$ cat src/rtl/sort_result_serializer_pkg.sv
// sort_pkg: default lane count and count width, FSM state type, lane bit-offset helper for packed buses
package sort_pkg;
  localparam int NUM_ELEMENTS = 8;
  localparam int COUNT_WIDTH = $clog2(NUM_ELEMENTS + 1);
  typedef enum logic {IDLE, STREAM} state_t;
  function automatic int lane_lo(input int lane, input int width);
    return lane * width;
  endfunction
endpackage

$ cat src/rtl/sort_result_serializer_if.sv
// sort_result_serializer_if: capture inputs (in_done/in_data/in_index/in_count) and valid/ready element stream plus busy/overrun status
interface sort_result_serializer_if #(
  parameter int N  = 8,
  parameter int W  = 16,
  parameter int IW = 3,
  parameter int CW = $clog2(N + 1)
) ();
  logic          in_done;
  logic [N*W-1:0]  in_data;
  logic [N*IW-1:0] in_index;
  logic [CW-1:0] in_count;
  logic          out_valid;
  logic          out_ready;
  logic [W-1:0]  out_data;
  logic [IW-1:0] out_index;
  logic [CW-1:0] out_position;
  logic          out_last;
  logic          busy;
  logic          overrun;
  modport slave (
    input  in_done, in_data, in_index, in_count, out_ready,
    output out_valid, out_data, out_index, out_position, out_last, busy, overrun
  );
  modport master (
    output in_done, in_data, in_index, in_count, out_ready,
    input  out_valid, out_data, out_index, out_position, out_last, busy, overrun
  );
endinterface

$ cat src/rtl/sort_hold_buffer.sv
// sort_hold_buffer: clk/reset, load captures all packed lanes of in_data/in_index, pos selects rd_data/rd_index
module sort_hold_buffer #(
  parameter int N  = 8,
  parameter int W  = 16,
  parameter int IW = 3,
  parameter int AW = $clog2(N)
) (
  input  logic            clk,
  input  logic            reset,
  input  logic            load,
  input  logic [N*W-1:0]  in_data,
  input  logic [N*IW-1:0] in_index,
  input  logic [AW-1:0]   pos,
  output logic [W-1:0]    rd_data,
  output logic [IW-1:0]   rd_index
);
  import sort_pkg::*;
  logic [W-1:0]  val [N];
  logic [IW-1:0] idx [N];
  always_ff @(posedge clk) begin
    for (int i = 0; i < N; i++) begin
      if (reset) begin
        val[i] <= '0;
        idx[i] <= '0;
      end else if (load) begin
        val[i] <= in_data[lane_lo(i, W) +: W];
        idx[i] <= in_index[lane_lo(i, IW) +: IW];
      end
    end
  end
  assign rd_data  = val[pos];
  assign rd_index = idx[pos];
endmodule

$ cat src/rtl/sort_result_serializer.sv
// sort_result_serializer: clk/reset plus bus (slave); captures sorted lanes on in_done rise, streams top-K elements with valid/ready
module sort_result_serializer #(
  parameter int NUM_ELEMENTS  = sort_pkg::NUM_ELEMENTS,
  parameter int NETWORK_WIDTH = 16,
  parameter int INDEX_WIDTH   = 3,
  parameter int COUNT_WIDTH   = $clog2(NUM_ELEMENTS + 1)
) (
  input logic clk,
  input logic reset,
  sort_result_serializer_if.slave bus
);
  import sort_pkg::*;
  localparam int AW = $clog2(NUM_ELEMENTS);
  localparam logic [COUNT_WIDTH-1:0] NE = COUNT_WIDTH'(NUM_ELEMENTS);
  state_t state, state_n;
  logic [COUNT_WIDTH-1:0] pos, pos_n, k, eff_k;
  logic done_q, overrun, ovr_n, trig, hs, last, load;
  assign trig  = bus.in_done & ~done_q;
  assign hs    = bus.out_valid & bus.out_ready;
  assign last  = pos == k - COUNT_WIDTH'(1);
  assign eff_k = (bus.in_count == '0 || bus.in_count > NE) ? NE : bus.in_count;
  always_comb begin
    load    = trig & (state == IDLE | hs & last);
    state_n = load ? STREAM : (hs & last) ? IDLE : state;
    pos_n   = load ? '0 : (hs & ~last) ? pos + COUNT_WIDTH'(1) : pos;
    ovr_n   = overrun | (trig & ~load);
  end
  always_ff @(posedge clk) begin
    if (reset) begin
      state   <= IDLE;
      pos     <= '0;
      k       <= '0;
      done_q  <= 1'b0;
      overrun <= 1'b0;
    end else begin
      state   <= state_n;
      pos     <= pos_n;
      done_q  <= bus.in_done;
      overrun <= ovr_n;
      if (load) k <= eff_k;
    end
  end
  sort_hold_buffer #(
    .N (NUM_ELEMENTS),
    .W (NETWORK_WIDTH),
    .IW(INDEX_WIDTH),
    .AW(AW)
  ) u_hold (
    .clk     (clk),
    .reset   (reset),
    .load    (load),
    .in_data (bus.in_data),
    .in_index(bus.in_index),
    .pos     (pos[AW-1:0]),
    .rd_data (bus.out_data),
    .rd_index(bus.out_index)
  );
  assign bus.out_valid    = state == STREAM;
  assign bus.busy         = state == STREAM;
  assign bus.out_position = pos;
  assign bus.out_last     = (state == STREAM) & last;
  assign bus.overrun      = overrun;
endmodule

$ cat src/flat_wrapper.sv
// flat-port wrapper written by rule: the top's interface ports become plain ports
module sort_result_serializer_flat import sort_pkg::*;
#(
  parameter int NUM_ELEMENTS  = sort_pkg::NUM_ELEMENTS,
  parameter int NETWORK_WIDTH = 16,
  parameter int INDEX_WIDTH   = 3,
  parameter int COUNT_WIDTH   = $clog2(NUM_ELEMENTS + 1)
)
  (clk, reset, bus_in_done, bus_in_data, bus_in_index, bus_in_count, bus_out_ready, bus_out_valid, bus_out_data, bus_out_index, bus_out_position, bus_out_last, bus_busy, bus_overrun);
  sort_result_serializer_if bus_i ();
  input logic clk;
  input logic reset;
  input wire logic [$bits(bus_i.in_done)-1:0] bus_in_done;
  input wire logic [$bits(bus_i.in_data)-1:0] bus_in_data;
  input wire logic [$bits(bus_i.in_index)-1:0] bus_in_index;
  input wire logic [$bits(bus_i.in_count)-1:0] bus_in_count;
  input wire logic [$bits(bus_i.out_ready)-1:0] bus_out_ready;
  output wire logic [$bits(bus_i.out_valid)-1:0] bus_out_valid;
  output wire logic [$bits(bus_i.out_data)-1:0] bus_out_data;
  output wire logic [$bits(bus_i.out_index)-1:0] bus_out_index;
  output wire logic [$bits(bus_i.out_position)-1:0] bus_out_position;
  output wire logic [$bits(bus_i.out_last)-1:0] bus_out_last;
  output wire logic [$bits(bus_i.busy)-1:0] bus_busy;
  output wire logic [$bits(bus_i.overrun)-1:0] bus_overrun;
  assign bus_i.in_done = bus_in_done;
  assign bus_i.in_data = bus_in_data;
  assign bus_i.in_index = bus_in_index;
  assign bus_i.in_count = bus_in_count;
  assign bus_i.out_ready = bus_out_ready;
  assign bus_out_valid = bus_i.out_valid;
  assign bus_out_data = bus_i.out_data;
  assign bus_out_index = bus_i.out_index;
  assign bus_out_position = bus_i.out_position;
  assign bus_out_last = bus_i.out_last;
  assign bus_busy = bus_i.busy;
  assign bus_overrun = bus_i.overrun;
  sort_result_serializer #(.NUM_ELEMENTS(NUM_ELEMENTS), .NETWORK_WIDTH(NETWORK_WIDTH), .INDEX_WIDTH(INDEX_WIDTH), .COUNT_WIDTH(COUNT_WIDTH)) u_core (.clk(clk), .reset(reset), .bus(bus_i));
endmodule
$ cat config.mk
export PLATFORM = sky130hd
export DESIGN_NAME = sort_result_serializer_flat
export DESIGN_NICKNAME = d
export VERILOG_FILES = /design/src/rtl/sort_result_serializer_pkg.sv /design/src/rtl/sort_result_serializer_if.sv /design/src/rtl/sort_hold_buffer.sv /design/src/rtl/sort_result_serializer.sv /design/src/flat_wrapper.sv
export SDC_FILE = /design/constraint.sdc
export NUM_CORES = 1
export LEC_CHECK = 0
export CORE_ASPECT_RATIO = 0.7
export CORE_MARGIN = 10
export CORE_UTILIZATION = 54
export CTS_CLUSTER_DIAMETER = 150
export CTS_CLUSTER_SIZE = 24
export DETAILED_ROUTE_END_ITERATION = 10
export MAX_ROUTING_LAYER = met4
export PLACE_DENSITY = 0.88
export SLEW_MARGIN = 20
export SYNTH_ARGS = -nofsm -noshare
export SYNTH_HDL_FRONTEND = slang
export SYNTH_HIERARCHICAL = 1
export SYNTH_SLANG_ARGS = --single-unit
$ cat constraint.sdc
create_clock -name clk -period 5.75 [get_ports clk]
set_clock_uncertainty 0.05 [all_clocks]
set_input_delay 0.575 -clock clk [delete_from_list [all_inputs] [get_ports clk]]
set_output_delay 0.575 -clock clk [all_outputs]
set_load 0.02 [all_outputs]
# After elaboration in Yosys (flattened, before gate mapping)

Memory sizes are Yosys's and may differ from the RTL's. A register that Yosys moved wholly into a read port is not among the register bits.
Index checks and enable logic that the tools add are counted.

Bits in registers: 11
Bits in latches: 0
Bits in writable memories: 152
ROM bits: 0
Input bits: 160
Output and inout port bits: 27
Logic and storage cells: 72
Memories: 2

Memories:

| memory            | words | bits a word | rd ports | clocked after memory_dff | wr ports | line                   | source |
|---|---|---|---|---|---|---|---|
| u_core.u_hold.val | 8     | 16          | 1        | 1                        | 8        | sort_hold_buffer.sv:18 | `logic [W-1:0] val [N];` |
| u_core.u_hold.idx | 8     | 3           | 1        | 1                        | 8        | sort_hold_buffer.sv:19 | `logic [IW-1:0] idx [N];` |

Add/subtract/negate cells: 2
$mul: 0
Divide/modulo/power cells: 0
$lt $le $gt $ge: 1
Equality and inequality tests: 1
Shift-type cells: 0
Mux-type cells: 28
Bitwise gates (word level): 29
Reductions and logical operators: 4

Operators with widths:

| kind                | number |
|---|---|
| $mux 16             | 8 |
| $mux 3              | 12 |
| $or 1x1->1          | 18 |
| $and 1x1->1         | 7 |
| $mux 1              | 7 |
| $add 4x1->4 const B | 1 |
| $eq 4x4->1          | 1 |
| $gt 4x4->1 const B  | 1 |
| $logic_not 4->1     | 1 |
| $mux 4              | 1 |
| $not 1->1           | 4 |
| $sub 4x1->4 const B | 1 |
| $reduce_bool 2->1   | 1 |
| $reduce_or 2->1     | 1 |
| $logic_or 1x1->1    | 1 |

# Logic depth before layout (Yosys ltp)

Gate-level depths: netlist of run 1.

Depth after elaboration: 9
Mapped depth: 10
Depth with buffers taken out: 7

# Modules after synthesis

Netlist of run 1, hierarchy kept.

By module, submodules not included:

| module                 | times used | cells an instance | area an instance (sq um) | sequential area each (sq um) |
|---|---|---|---|---|
| sort_hold_buffer       | 1          | 390               | 6,849.1                  | 4,564.4 |
| sort_result_serializer | 1          | 80                | 773.2                    | 220.2 |

# Least setup slack after synthesis of run 1

Ideal clock, no wire load.

Path type: reg2reg
Start: register u_core.k[0]
End: memory u_core.u_hold.idx[0][0] (enable)
Library setup time: 0.448 ns
Arrival time: 3.432 ns
Required time: 5.252 ns
Path slack: 1.820 ns
Stages on the path, launching flop included: 7
Path buffers: 0
Clock period less this slack: 3.930 ns
Cells stage by stage: dfxtp_1 inv_1 ha_1 xor2_2 nand4_2 o31ai_4 or2_2

RTL lines:

| item                     | line                         | source |
|---|---|---|
| start: declaration       | sort_result_serializer.sv:16 | `logic [COUNT_WIDTH-1:0] pos, pos_n, k, eff_k;` |
| start signal: assignment | sort_result_serializer.sv:40 | `if (load) k <= eff_k;` |
| end: declaration         | sort_hold_buffer.sv:19       |  |

==> impl_metrics.env, run 1 <==
export IMPL_core_area_mm2=0.0139
export IMPL_grt_overflow_total=0
export IMPL_mostFrequentLayoutCells="clkdlybuf4s50_1 (186), and2_1 (152), edfxtp_1 (152), mux4_2 (29), mux2_4 (18)"
export IMPL_slew_violations=0
export IMPL_cts_setup_buffers=0
export IMPL_via_count=4592
export IMPL_final_common_cell="clkdlybuf4s50_1"
export IMPL_cts_sinks=163
export IMPL_syn_nets=632
export IMPL_async_reset_ff_share_pct=0
export IMPL_layout_setup_ws_ps=2120
export IMPL_layout_drive_gt1_share_pct=14.6
export IMPL_syn_area_mm2=0.00762
export IMPL_synth_edff_count=152
export IMPL_synthToLayoutAreaGrowth_pct=33.3
export IMPL_routedWlPerCell_um=21.6
export IMPL_timing_fmax_ghz=0.276
export IMPL_cp_arrival_ps=3860
export IMPL_critPathLaunchType="register"
export IMPL_firstDrtPassIters=5
export IMPL_max_clock_path_buffers=2
export IMPL_drt_total_wl_mm=18.4
export IMPL_antenna_found_initial=0
export IMPL_gr_usage_all_layers_pct=19.9
export IMPL_period_needed_ps=3630
export IMPL_hpwl_mm=13.1
export IMPL_relSlewSlack_pct=36.6
export IMPL_crit_type="register to register"
export IMPL_maxCapViolations=0
export IMPL_hp_class="register to register"
export IMPL_synth_area_per_cell_um2=16.2
export IMPL_ant_nets=0
export IMPL_status="complete, no violations"
export IMPL_dr_first_iter_drc_count=465
export IMPL_place_ws_ps=2100
export IMPL_cts_root_buf="clkbuf_16"
export IMPL_grt_pass1_wl_mm=28.2
export IMPL_clk_latency_ps=420
export IMPL_h_tree_depth=4
export IMPL_cellLeakagePower_nw=3.70
export IMPL_nFillCells=883
export IMPL_crit_required_ps=5980
export IMPL_ir_drop_v=0.000209
export IMPL_via_per_inst=5.38
export IMPL_cp_max_fo=62
export IMPL_die_x_um=162
export IMPL_antenna_cells=0
export IMPL_rsz0062_at_grt="false"
export IMPL_yosysWarningCount=6
export IMPL_hold_viol=0
export IMPL_gp_congestion=0.783
export IMPL_grt_max_degree=93
export IMPL_worst_pin_slew_ps=949
export IMPL_port_buffers=186
export IMPL_start_util_pct=54.9
export IMPL_ys_seq_area_share_pct=62.8
export IMPL_syn_instance_count=470
export IMPL_ys_flop_type="edfxtp_1"
export IMPL_first_global_vias=4952
export IMPL_dieArea_mm2=0.0193
export IMPL_cts_reportedPaths_clkPinSlew_ps=60
export IMPL_end_kind="register"
export IMPL_numCtsBuffers=17
export IMPL_powerDensity_mw_per_mm2=277
export IMPL_synth_seq_cells=163
export IMPL_ctsHoldBuffers=0
export IMPL_finalSetupTns_ps=0
export IMPL_die_h_um=119
export IMPL_setup_viol=0
export IMPL_nets=813
export IMPL_period_share_pct=63.1
export IMPL_ys_types=45
export IMPL_num_rows=36
export IMPL_io_pins=187
export IMPL_cts_tree="yes"
export IMPL_drc=0
export IMPL_ctsResizeCount=0
==> cell families after synthesis <==
kind of cell / Yosys count / synth area share [%]
AND/OR/NAND/NOR: 182 / 14.9
flip-flops: 163 / 62.8
multiplexers: 61 / 15.9
buffers and inverters: 34 / 2.36
AO/OA/AOI/OAI: 20 / 2.00
XOR/XNOR: 8 / 1.74
adder cells (fa/ha/maj): 2 / 0.328
==> through the flow <==
stage	total power, mW	hold WS, ps	util [%]	instances	instance area [um^2]
global route	2.91	438	73.2	854	10200
floorplan	1.63	421	-	470	7620
detailed placement	1.82	400	69.4	822	9620
CTS	2.83	409	73.2	854	10200
finish	2.81	414	73.2	854	10200
global placement	1.81	385	69.4	822	9620
==> per-layer routing <==
layer  global-route usage [%]  up-vias  wire, um
met5                        -        -         0
met4                     6.86        0       263
met3                     5.54       17      1630
met2                     30.0      235      8710
met1                     25.7     2231      7820
li1                         -     2109         -
==> Yosys cell counts (4+ instances only) <==
master    instances  area, um^2
o21ai_0           4        20.0
mux4_2           29         653
nand4_1           4        25.0
mux2_4           18         270
buf_2             7        35.0
edfxtp_1        152        4560
nand2_1           8        30.0
inv_1             5        18.8
mux2i_1           4        40.0
clkbuf_1         17        63.8
mux4_1            9         236
and2_1          152         951
a31oi_1           5        31.3
dfxtp_1          11         220
==> worst max-delay path, stage by stage, from the launching register on <==
cell	delay (ps)
dfxtp_2	920
xor2_2	270
nand4_2	190
o31ai_4	410
nor2b_4	850
buf_4	530
and2_1	210
==> power by group <==
| group | switching, mW | leakage, nW | internal (mW) | total, mW |
|---|---|---|---|---|
| combinational | 0.146 | 1.74 | 0.220 | 0.366 |
| clock | 0.459 | 0.243 | 0.554 | 1.01 |
| sequential | 0.0382 | 1.72 | 1.39 | 1.43 |
==> sequential cells by signal, summed over array words and instances, names as in the netlist <==
signal                   count
u_core/bus.out_position      4
u_core/bus.busy              1
u_core/u_hold/idx           24
u_core/done_q                1
u_core/bus.overrun           1
u_core/k                     4
u_core/u_hold/val          128
==> final cells by class <==
cell class | instances | area, um^2 | share of cell area (%)
sequential | 163 | 4790 | 47.2
inverter | 6 | 22.5 | 0.222
multi-input combinational | 273 | 2670 | 26.3
clock buffer | 18 | 429 | 4.22
tap | 190 | 238 | 2.34
timing repair buffer | 190 | 1900 | 18.7
clock inverter | 14 | 106 | 1.05
==> worst paths after layout <==
kind,endpoint,slack [ps],startpoint,cells after the start
max reg2reg,u_core/u_hold/val[0][11]$_SDFFCE_PN0P_,2120,u_core/bus.out_position[1]$_SDFFE_PP0P_,6
min reg2reg,u_core/bus.overrun$_SDFF_PP0_,410,u_core/bus.overrun$_SDFF_PP0_,2
min,u_core/bus.overrun$_SDFF_PP0_,410,u_core/bus.overrun$_SDFF_PP0_,2
max,u_core/u_hold/val[0][11]$_SDFFCE_PN0P_,2120,u_core/bus.out_position[1]$_SDFFE_PP0P_,6
Power figures use the tool's default switching activity.
==> inputs of run 2 (changes only) <==
--- a/config.mk
+++ b/config.mk
@@ -7,12 +7,12 @@
 export LEC_CHECK = 0
 export CORE_ASPECT_RATIO = 0.7
 export CORE_MARGIN = 10
-export CORE_UTILIZATION = 54
+export CORE_UTILIZATION = 45
 export CTS_CLUSTER_DIAMETER = 150
 export CTS_CLUSTER_SIZE = 24
 export DETAILED_ROUTE_END_ITERATION = 10
 export MAX_ROUTING_LAYER = met4
-export PLACE_DENSITY = 0.88
+export PLACE_DENSITY = 0.79
 export SLEW_MARGIN = 20
 export SYNTH_ARGS = -nofsm -noshare
 export SYNTH_HDL_FRONTEND = slang
==> constraint.sdc (replaced) <==
create_clock -name clk -period 3.2 [get_ports clk]
set_clock_uncertainty 0.05 [all_clocks]
set_input_delay 0.32 -clock clk [delete_from_list [all_inputs] [get_ports clk]]
set_output_delay 0.32 -clock clk [all_outputs]
set_load 0.02 [all_outputs]
==> impl_metrics.env, run 2 (same netlist as run 1, synthesis figures left out) <==
export IMPL_timing_fmax_ghz=0.338
export IMPL_io_pins=187
export IMPL_ant_nets=0
export IMPL_routedWlPerCell_um=21.1
export IMPL_synthToLayoutAreaGrowth_pct=37.1
export IMPL_num_rows=39
export IMPL_ir_drop_v=0.000348
export IMPL_largest_reg_flops=128
export IMPL_maxCapViolations=0
export IMPL_busiest_layer="met2"
export IMPL_status="complete, no violations"
export IMPL_via_per_inst=5.21
export IMPL_setup_viol=0
export IMPL_cts_setup_buffers=0
export IMPL_crit_required_ps=2830
export IMPL_gr_usage_all_layers_pct=17.1
export IMPL_period_share_pct=92.4
export IMPL_core_area_mm2=0.0164
export IMPL_gp_congestion=0.815
export IMPL_grt_pass1_wl_mm=28.4
export IMPL_top_regs="u_core/u_hold/val x128, u_core/u_hold/idx x24"
export IMPL_whs_ps=408
export IMPL_rsz0062_at_grt="false"
export IMPL_nFillCells=1178
export IMPL_regMostFlops="u_core/u_hold/val"
export IMPL_grt_overflow_total=0
export IMPL_intPower_mw=4.39
export IMPL_clkPwrFrac_pct=41.6
export IMPL_worst_pin_slew_ps=504
export IMPL_use_met2_pct=26.1
export IMPL_die_x_um=176
export IMPL_start_util_pct=46.4
export IMPL_cellLeakagePower_nw=3.83
export IMPL_ctsHoldBuffers=0
export IMPL_port_buffers=186
export IMPL_hp_class="register to register"
export IMPL_critPathLaunchType="register"
export IMPL_clk_latency_ps=420
export IMPL_nets=818
export IMPL_relSlewSlack_pct=66.4
export IMPL_via_count=4656
export IMPL_grtUsageMet3_pct=4.32
export IMPL_cts_reportedPaths_clkPinSlew_ps=60
export IMPL_swShare_pct=21.1
export IMPL_pwr_share_seq_pct=45.9
export IMPL_slew_violations=0
export IMPL_dieArea_mm2=0.0226
export IMPL_period_needed_ps=2960
export IMPL_hpwl_mm=13.2
export IMPL_mostFrequentLayoutCells="clkdlybuf4s50_1 (186), and2_1 (152), edfxtp_1 (152), mux4_2 (29), mux2_4 (18)"
export IMPL_h_tree_depth=4
export IMPL_grt_max_degree=153
export IMPL_crit_type="register to output port"
export IMPL_die_h_um=129
export IMPL_use_met1_pct=22.3
export IMPL_ctsResizeCount=0
export IMPL_powerDensity_mw_per_mm2=532
export IMPL_drc=0
export IMPL_firstDrtPassIters=5
export IMPL_hold_viol=0
export IMPL_p_sw_mw=1.18
export IMPL_antenna_found_initial=0
export IMPL_max_clock_path_buffers=2
export IMPL_layout_drive_gt1_share_pct=15.4
export IMPL_end_kind="output port"
export IMPL_numCtsBuffers=17
export IMPL_cts_tree="yes"
export IMPL_cp_arrival_ps=2590
export IMPL_cts_sinks=163
export IMPL_cp_max_fo=14
export IMPL_cts_root_buf="clkbuf_16"
export IMPL_combPwrFrac_pct=12.5
export IMPL_final_common_cell="clkdlybuf4s50_1"
export IMPL_first_global_vias=4908
export IMPL_antenna_cells=0
export IMPL_drt_total_wl_mm=18.9
export IMPL_dr_first_iter_drc_count=470
export IMPL_finalSetupTns_ps=0
## run 2: metrics by stage
| stage | worst slack (ps) | power (mW) | util (%) | instances | cell area (um^2) |
|---|---|---|---|---|---|
| final | 243 | 5.56 | 63.6 | 894 | 10500 |
| after global routing | 101 | 5.76 | 63.6 | 894 | 10500 |
| after CTS | 57.6 | 5.61 | 63.5 | 893 | 10400 |
| after detailed placement | 474 | 3.29 | 59.3 | 861 | 9760 |
| after global placement | 517 | 3.27 | 59.3 | 861 | 9760 |
| after floorplan | 29.8 | 2.93 | - | 470 | 7620 |
## run 2: layout make-up
cell class / instances / area, um^2 / share of cell area, %
Inverter: 6 / 22.5 / 0.215
Sequential cell: 163 / 4790 / 45.8
Clock buffer: 17 / 425 / 4.07
Tap cell: 225 / 282 / 2.69
Timing Repair Buffer: 195 / 2010 / 19.2
Clock inverter: 15 / 254 / 2.43
Multi-Input combinational cell: 273 / 2670 / 25.5
## run 2: layer usage
| metal | part of all wire, % | up-vias | wire length (um) |
|---|---|---|---|
| met5 | 0 | - | 0 |
| met4 | 1.1 | 0 | 203 |
| met3 | 6.2 | 14 | 1170 |
| met2 | 47 | 201 | 8870 |
| met1 | 46 | 2319 | 8660 |
| li1 | - | 2122 | - |
## run 2: worst max-delay path: stages (launching register included)
cell	delay, ps
dfxtp_4	540
buf_8	230
mux4_1	560
mux2_4	290
clkdlybuf4s50_1	540
## run 2: power by group through the flow
stage / Sequential, mW / Clock [mW] / Combinational (mW)
after floorplan: 2.58 / 0 / 0.346
after global placement: 2.59 / 0 / 0.674
after detailed placement: 2.60 / 0 / 0.687
after CTS: 2.56 / 2.36 / 0.692
after global routing: 2.57 / 2.45 / 0.739
final: 2.55 / 2.32 / 0.694
## run 2: worst paths after layout
check | from | slack, ps | cells past startpoint | end
setup / recovery | u_core/bus.out_position[0]$_SDFFE_PP0P_ | 240 | 4 | bus_out_index[2]
hold / removal | u_core/bus.overrun$_SDFF_PP0_ | 410 | 2 | u_core/bus.overrun$_SDFF_PP0_
setup reg to reg | u_core/k[0]$_SDFFE_PP0P_ | 440 | 8 | u_core/u_hold/val[0][8]$_SDFFCE_PN0P_
hold reg to reg | u_core/bus.overrun$_SDFF_PP0_ | 410 | 2 | u_core/bus.overrun$_SDFF_PP0_
